**src/rtl/instruction_fetch_stage_if.sv**
```systemverilog
// Fetch stage bus bundle: imem request/response,
// redirect input and the decode-side handshake.
interface instruction_fetch_stage_if;
  logic        imem_req_valid;
  logic        imem_req_ready;
  logic [31:0] imem_req_addr;
  logic        imem_rsp_valid;
  logic [31:0] imem_rsp_data;
  logic        redirect_valid;
  logic [31:0] redirect_pc;
  logic        if_valid;
  logic        if_ready;
  logic [31:0] if_instruction;
  logic [31:0] if_pc;

  modport master (
    output imem_req_valid,
    output imem_req_addr,
    input  imem_req_ready,
    input  imem_rsp_valid,
    input  imem_rsp_data,
    input  redirect_valid,
    input  redirect_pc,
    output if_valid,
    output if_instruction,
    output if_pc,
    input  if_ready
  );

  modport slave (
    input  imem_req_valid,
    input  imem_req_addr,
    output imem_req_ready,
    output imem_rsp_valid,
    output imem_rsp_data,
    output redirect_valid,
    output redirect_pc,
    input  if_valid,
    input  if_instruction,
    input  if_pc,
    output if_ready
  );
endinterface

```
**src/rtl/instruction_fetch_stage.sv**
```systemverilog
// RV32 fetch stage: owns the PC, one outstanding
// imem request, redirect flushes in-flight/held words.
module instruction_fetch_stage #(
  parameter logic [31:0] RESET_PC = 32'h0000_0000
) (
  input logic                        clk,
  input logic                        reset,
  instruction_fetch_stage_if.master  bus
);

  typedef enum logic [1:0] {
    S_IDLE,
    S_REQ,
    S_WAIT,
    S_HOLD
  } state_t;

  state_t      state;
  state_t      state_nx;
  logic [31:0] pc;
  logic [31:0] pc_inflight;
  logic        kill;
  logic        ifv;
  logic [31:0] ifi;
  logic [31:0] ifp;

  logic        hs;
  logic        redir;
  logic        rsp;
  logic [31:0] tgt;
  logic        unused_ok;

  assign hs        = (state == S_REQ) && bus.imem_req_ready;
  assign redir     = bus.redirect_valid;
  assign rsp       = bus.imem_rsp_valid;
  assign tgt       = {bus.redirect_pc[31:2], 2'b00};
  assign unused_ok = ^bus.redirect_pc[1:0];

  // State register
  always_ff @(posedge clk or negedge reset) begin
    if (!reset) state <= S_IDLE;
    else        state <= state_nx;
  end

  // Next-state logic; redirect sends HOLD/IDLE back to REQ
  always_comb begin
    state_nx = state;
    unique case (state)
      S_IDLE: state_nx = S_REQ;
      S_REQ:  if (hs) state_nx = S_WAIT;
      S_WAIT: if (rsp)
                state_nx = (kill || redir) ? S_REQ : S_HOLD;
      S_HOLD: if (redir || bus.if_ready) state_nx = S_REQ;
      default: state_nx = S_IDLE;
    endcase
  end

  // Outputs: request only in S_REQ, decode side from regs
  always_comb begin
    bus.imem_req_valid = (state == S_REQ);
    bus.imem_req_addr  = pc;
    bus.if_valid       = ifv;
    bus.if_instruction = ifi;
    bus.if_pc          = ifp;
  end

  // PC, kill flag and decode output registers
  always_ff @(posedge clk or negedge reset) begin
    if (!reset) begin
      pc          <= RESET_PC;
      pc_inflight <= 32'h0;
      kill        <= 1'b0;
      ifv         <= 1'b0;
      ifi         <= 32'h0;
      ifp         <= 32'h0;
    end else begin
      if (redir)   pc <= tgt;
      else if (hs) pc <= pc + 32'd4;

      if (hs) pc_inflight <= pc;

      unique case (1'b1)
        hs:
          kill <= redir;
        (state == S_WAIT) && rsp:
          kill <= 1'b0;
        (state == S_WAIT) && redir && !rsp:
          kill <= 1'b1;
        default: ;
      endcase

      if ((state == S_WAIT) && rsp && !kill && !redir) begin
        ifv <= 1'b1;
        ifi <= bus.imem_rsp_data;
        ifp <= pc_inflight;
      end else if ((state == S_HOLD) &&
                   (redir || bus.if_ready)) begin
        ifv <= 1'b0;
      end
    end
  end

endmodule

```
**src/flat_wrapper.sv**
```systemverilog
// flat-port wrapper written by rule: the top's interface ports become plain ports
module instruction_fetch_stage_flat 
#(
  parameter logic [31:0] RESET_PC = 32'h0000_0000
)
  (clk, reset, bus_imem_req_valid, bus_imem_req_addr, bus_imem_req_ready, bus_imem_rsp_valid, bus_imem_rsp_data, bus_redirect_valid, bus_redirect_pc, bus_if_valid, bus_if_instruction, bus_if_pc, bus_if_ready);
  instruction_fetch_stage_if bus_i ();
  input logic clk;
  input logic reset;
  output wire logic [$bits(bus_i.imem_req_valid)-1:0] bus_imem_req_valid;
  output wire logic [$bits(bus_i.imem_req_addr)-1:0] bus_imem_req_addr;
  input wire logic [$bits(bus_i.imem_req_ready)-1:0] bus_imem_req_ready;
  input wire logic [$bits(bus_i.imem_rsp_valid)-1:0] bus_imem_rsp_valid;
  input wire logic [$bits(bus_i.imem_rsp_data)-1:0] bus_imem_rsp_data;
  input wire logic [$bits(bus_i.redirect_valid)-1:0] bus_redirect_valid;
  input wire logic [$bits(bus_i.redirect_pc)-1:0] bus_redirect_pc;
  output wire logic [$bits(bus_i.if_valid)-1:0] bus_if_valid;
  output wire logic [$bits(bus_i.if_instruction)-1:0] bus_if_instruction;
  output wire logic [$bits(bus_i.if_pc)-1:0] bus_if_pc;
  input wire logic [$bits(bus_i.if_ready)-1:0] bus_if_ready;
  assign bus_imem_req_valid = bus_i.imem_req_valid;
  assign bus_imem_req_addr = bus_i.imem_req_addr;
  assign bus_i.imem_req_ready = bus_imem_req_ready;
  assign bus_i.imem_rsp_valid = bus_imem_rsp_valid;
  assign bus_i.imem_rsp_data = bus_imem_rsp_data;
  assign bus_i.redirect_valid = bus_redirect_valid;
  assign bus_i.redirect_pc = bus_redirect_pc;
  assign bus_if_valid = bus_i.if_valid;
  assign bus_if_instruction = bus_i.if_instruction;
  assign bus_if_pc = bus_i.if_pc;
  assign bus_i.if_ready = bus_if_ready;
  instruction_fetch_stage #(.RESET_PC(RESET_PC)) u_core (.clk(clk), .reset(reset), .bus(bus_i));
endmodule
```
**config.mk**
```make
export PLATFORM = sky130hd
export DESIGN_NAME = instruction_fetch_stage_flat
export DESIGN_NICKNAME = d
export VERILOG_FILES = /design/src/rtl/instruction_fetch_stage_if.sv /design/src/rtl/instruction_fetch_stage.sv /design/src/flat_wrapper.sv
export SDC_FILE = /design/constraint.sdc
export NUM_CORES = 1
export LEC_CHECK = 0
export BUFFER_PORTS_ARGS = -buffer_cell sky130_fd_sc_hd__clkbuf_2
export CORE_ASPECT_RATIO = 1.1
export CORE_MARGIN = 8
export CORE_UTILIZATION = 45
export CTS_CLUSTER_DIAMETER = 150
export DETAILED_ROUTE_END_ITERATION = 8
export PLACE_DENSITY = 0.72
export SLEW_MARGIN = 30
export SYNTH_ARGS = -nofsm -noshare
export SYNTH_HDL_FRONTEND = slang
export SYNTH_SLANG_ARGS = --single-unit
```
**constraint.sdc**
```tcl
create_clock -name clk -period 3.3 [get_ports clk]
set_input_delay 0.33 -clock clk [delete_from_list [all_inputs] [get_ports clk]]
set_output_delay 0.33 -clock clk [all_outputs]
set_load 0.01 [all_outputs]
```
==> key figures <==
Routing
  – Vias: ~4.3k
  – Residual DRC: 0
  – DR WL/cell: 17.3 um
  – Antenna viol nets, final: 0
  – Routed WL: ~14 mm
  – Initial drt markers: 284
  – Detailed Routing Iterations Pass 1: 4
  – Routed vias/inst: ~5.3

Die
  – Num ports: about 170
  – Core footprint: approximately 12,000 sq um
  – Die area: 16,000 sq um
  – FP Rows: 42
  – Initial Util: 45.9%
  – Die Ht: 132 um
  – Die width: 121 um

CTS
  – Post-CTS Resized: 0
  – Clock sink count: 126
  – H-tree levels: 4
  – Setup bufs post-CTS: 0
  – Worst-path clk slew: 0.06 ns
  – CTS Buffer Depth: 2
  – Clk Tree Root Cell: clkbuf_16
  – Clk_lat worst skew: 0.41 ns
  – CTS tree: built
  – CTS Buf Count: 17

Timing
  – Post-Route Setup TNS: 0 ns
  – # setup viols final: 0
  – Max Slew Vio Count: 0
  – Endpoints failing hold: 0
  – Fin crit share: 75.2%
  – Setup slack after layout: 0.817 ns
  – RSZ-0062 raised after global routing: false
  – Slew @ Worst Pin: 0.682 ns
  – Final Skew: 0.00936 ns
  – Slew headroom: 54.5%
  – Crit path time final: 2.48 ns
  – F_max: 403 MHz

Layout
  – Layout Utilization: around three fifths
  – Nets: 730
  – Layout cells sized above 1: 40.2%
  – Ant diodes: 0
  – P&R area growth vs syn: 28.6%
  – Post-Layout Inst Area: 7070 sq um

Power
  – PD cells: 860 nW/um^2
  – IR drop worst, VDD: roughly 0.43 mV
  – LEAKAGE: about 3.5 nW

Placed design
  – Routability cong.: about 0.77
  – Area of placed instances: 6440 sq um
  – I/O Buffers: 161
  – Dpl ws: 0.854 ns
  – Final HPWL DP: 10.2 mm

GRT
  – Global-route wire length before repair: roughly 23 mm
  – Initial antenna violation count: 0
  – GRT overflow: 0
  – Vias in the first global route: 4,611
  – Tot GR Track Use: 18.3%
  – Largest net degree at the start of global routing: 77

Logic synthesis
  – Synth cell types: 45
  – Post-synth top flop: dfrtp_1
  – Area contributors post-synth: dfrtp_1 (57%), mux2_2 (13%), nand2_1 (7.1%), a31oi_1 (1.9%), or4_1 (1.9%)
  – Mapped cell area: between 5000 and 6000 sq um
  – Mean post-synth cell area: 11.1 sq um
  – Sequential share of the synthesized area: 57.3%
  – Post-synth EDFFs: 0
  – Share of async-settable or async-resettable flops after synthesis: between 90% and 100%
  – Register bit total from synthesis: 126
  – Cells after Synth: 494
  – Commonest cells post-synth: dfrtp_1 (126), nand2_1 (104), mux2_2 (63), nor2_1 (21), nand3_1 (20)
  – Synth top area share: 57.3%
  – Warnings from Yosys: 0
  – Synth area leader: dfrtp_1
  – Most frequent cell after synthesis: dfrtp_1

Critical path
  – Setup crit end kind: flop
  – FF-to-FF End: u_core.bus.imem_req_addr[28]$_DFFE_PN0P_
  – Critical path class: reg2reg
  – Cell class contributing the biggest share of worst-path delay: simple AND/OR/NAND/NOR gates
  – Crit-path most repeated cell: or4_1
  – Critical-path top delay cell: or4_1
  – Crit-path max cell delay: 0.66 ns
  – Flop2flop setup slack: 0.82 ns
  – Req. time, crit path: roughly 3.6 ns
  – CP Buf/Inv Count: 0
  – Startpoint Class: flop
  – Crit path from: u_core.bus.imem_req_addr[2]$_DFFE_PN0P_
  – Critical path cell sequence: ha_1, nand2_1, or4_1, or4_1, a31oi_1
  – Arrival @ worst endpoint: roughly 2.8 ns
  – FF-to-FF Start: u_core.bus.imem_req_addr[2]$_DFFE_PN0P_
  – Worst Reg-to-Reg Cells: 5
  – Worst Path Max Fanout: 8

Min path
  – Hold path cells: 3
  – Hold Path Class: in2reg
  – Hold Path Sink: u_core.bus.imem_req_addr[6]$_DFFE_PN0P_
  – Min-delay src: bus_redirect_pc[6]

Run status
  – Status: complete, no violations

Job
  – Max-cap violations: 0
## flip-flops by register name, summed over array words and instances (netlist names)
| signal | cells |
|---|---|
| u_core.bus.imem_req_addr | 30 |
| u_core.state | 2 |
| u_core.bus.if_instruction | 32 |
| u_core.bus.if_valid | 1 |
| u_core.bus.if_pc | 30 |
| u_core.pc_inflight | 30 |
| u_core.kill | 1 |
## worst max-delay path by stage
stage               cells past startpoint                                        to  slack, ns
detailed placement                      5  u_core.bus.imem_req_addr[26]$_DFFE_PN0P_       0.85
global route                            5  u_core.bus.imem_req_addr[26]$_DFFE_PN0P_       0.68
floorplan                               6  u_core.bus.imem_req_addr[25]$_DFFE_PN0P_       1.14
finish                                  5  u_core.bus.imem_req_addr[28]$_DFFE_PN0P_       0.82
CTS                                     5  u_core.bus.imem_req_addr[26]$_DFFE_PN0P_       0.84
global placement                        5  u_core.bus.imem_req_addr[26]$_DFFE_PN0P_       0.90
## metal layers
| metal | up-vias | global-route usage (%) | routed length [um] |
|---|---|---|---|
| met3 | 18 | 6.47 | 1050 |
| met5 | - | 0 | 0 |
| met1 | 2142 | 21.8 | 5890 |
| li1 | 2066 | - | - |
| met4 | 0 | 6.18 | 201 |
| met2 | 123 | 29.7 | 7050 |
## tightest hold or removal path, stage by stage
cell and delay [ns]:
clkbuf_2 0.07, nand2_1 0.04, o21ai_0 0.05
## cells in the final DEF, fill, tap and decap left out, types with 3 or more instances in the layout
cell type	synthesis	layout
clkinvlp_4	0	3
xor2_1	8	8
conb_1	1	4
and3_1	5	5
nand4_1	6	6
nand3_1	20	20
nor2_1	21	21
mux2i_1	3	3
mux2_2	63	63
o21ai_0	18	18
o31ai_1	13	13
clkbuf_2	0	160
bufinv_16	0	4
or4_1	14	14
buf_4	4	5
dfrtp_1	126	126
nor4_1	4	4
or3_1	3	3
inv_1	7	7
clkbuf_1	12	3
a31oi_1	17	17
nand2_1	104	104
ha_1	4	4
clkbuf_16	0	17
## cells by family (layout without fill, tap and decap cells)
logic type               count (synthesis)  in the layout  synth area share [%]
AO/OA/AOI/OAI                           58             58                  6.78
other                                    1              4                0.0682
multiplexers                            66             66                  13.4
adder cells (fa/ha/maj)                  4              4                 0.910
AND/OR/NAND/NOR                        193            193                  16.8
flip-flops                             126            126                  57.3
buffers and inverters                   36            208                  3.07
XOR/XNOR                                10             10                  1.59
## where the power goes
part	total [W]	switching (W)	internal, W
clock	0.00197	0.000664	0.00130
sequential	0.00249	0.000356	0.00213
combinational	0.00163	0.000864	0.000763
total	0.00608	0.00188	0.00420
## metrics by stage
stage	cells	power (W)	hold WS, ns
after floorplan	497	0.00341	0.0344
after global placement	790	0.00409	0.391
after detailed placement	790	0.00417	0.400
after CTS	823	0.00616	0.120
after global routing	823	0.00645	0.118
final	823	0.00608	0.127
## final cells by class
cell class	count	area, sq um
Clock inverter	10	161
Fill cell	1026	4910
Timing Repair Buffer	168	880
Sequential cell	126	3150
Tap cell	154	193
Multi-Input combinational cell	335	2190
Clock buffer	22	464
Inverter	8	30.0
## repair_timing
| action | 4_1_cts | 5_1_grt |
|---|---|---|
| hold endpoints to repair | 74 | 0 |
| setup endpoints to repair | 0 | 0 |
| hold buffers | 1 | 0 |
No activity file was read; power rests on OpenSTA's default activity.
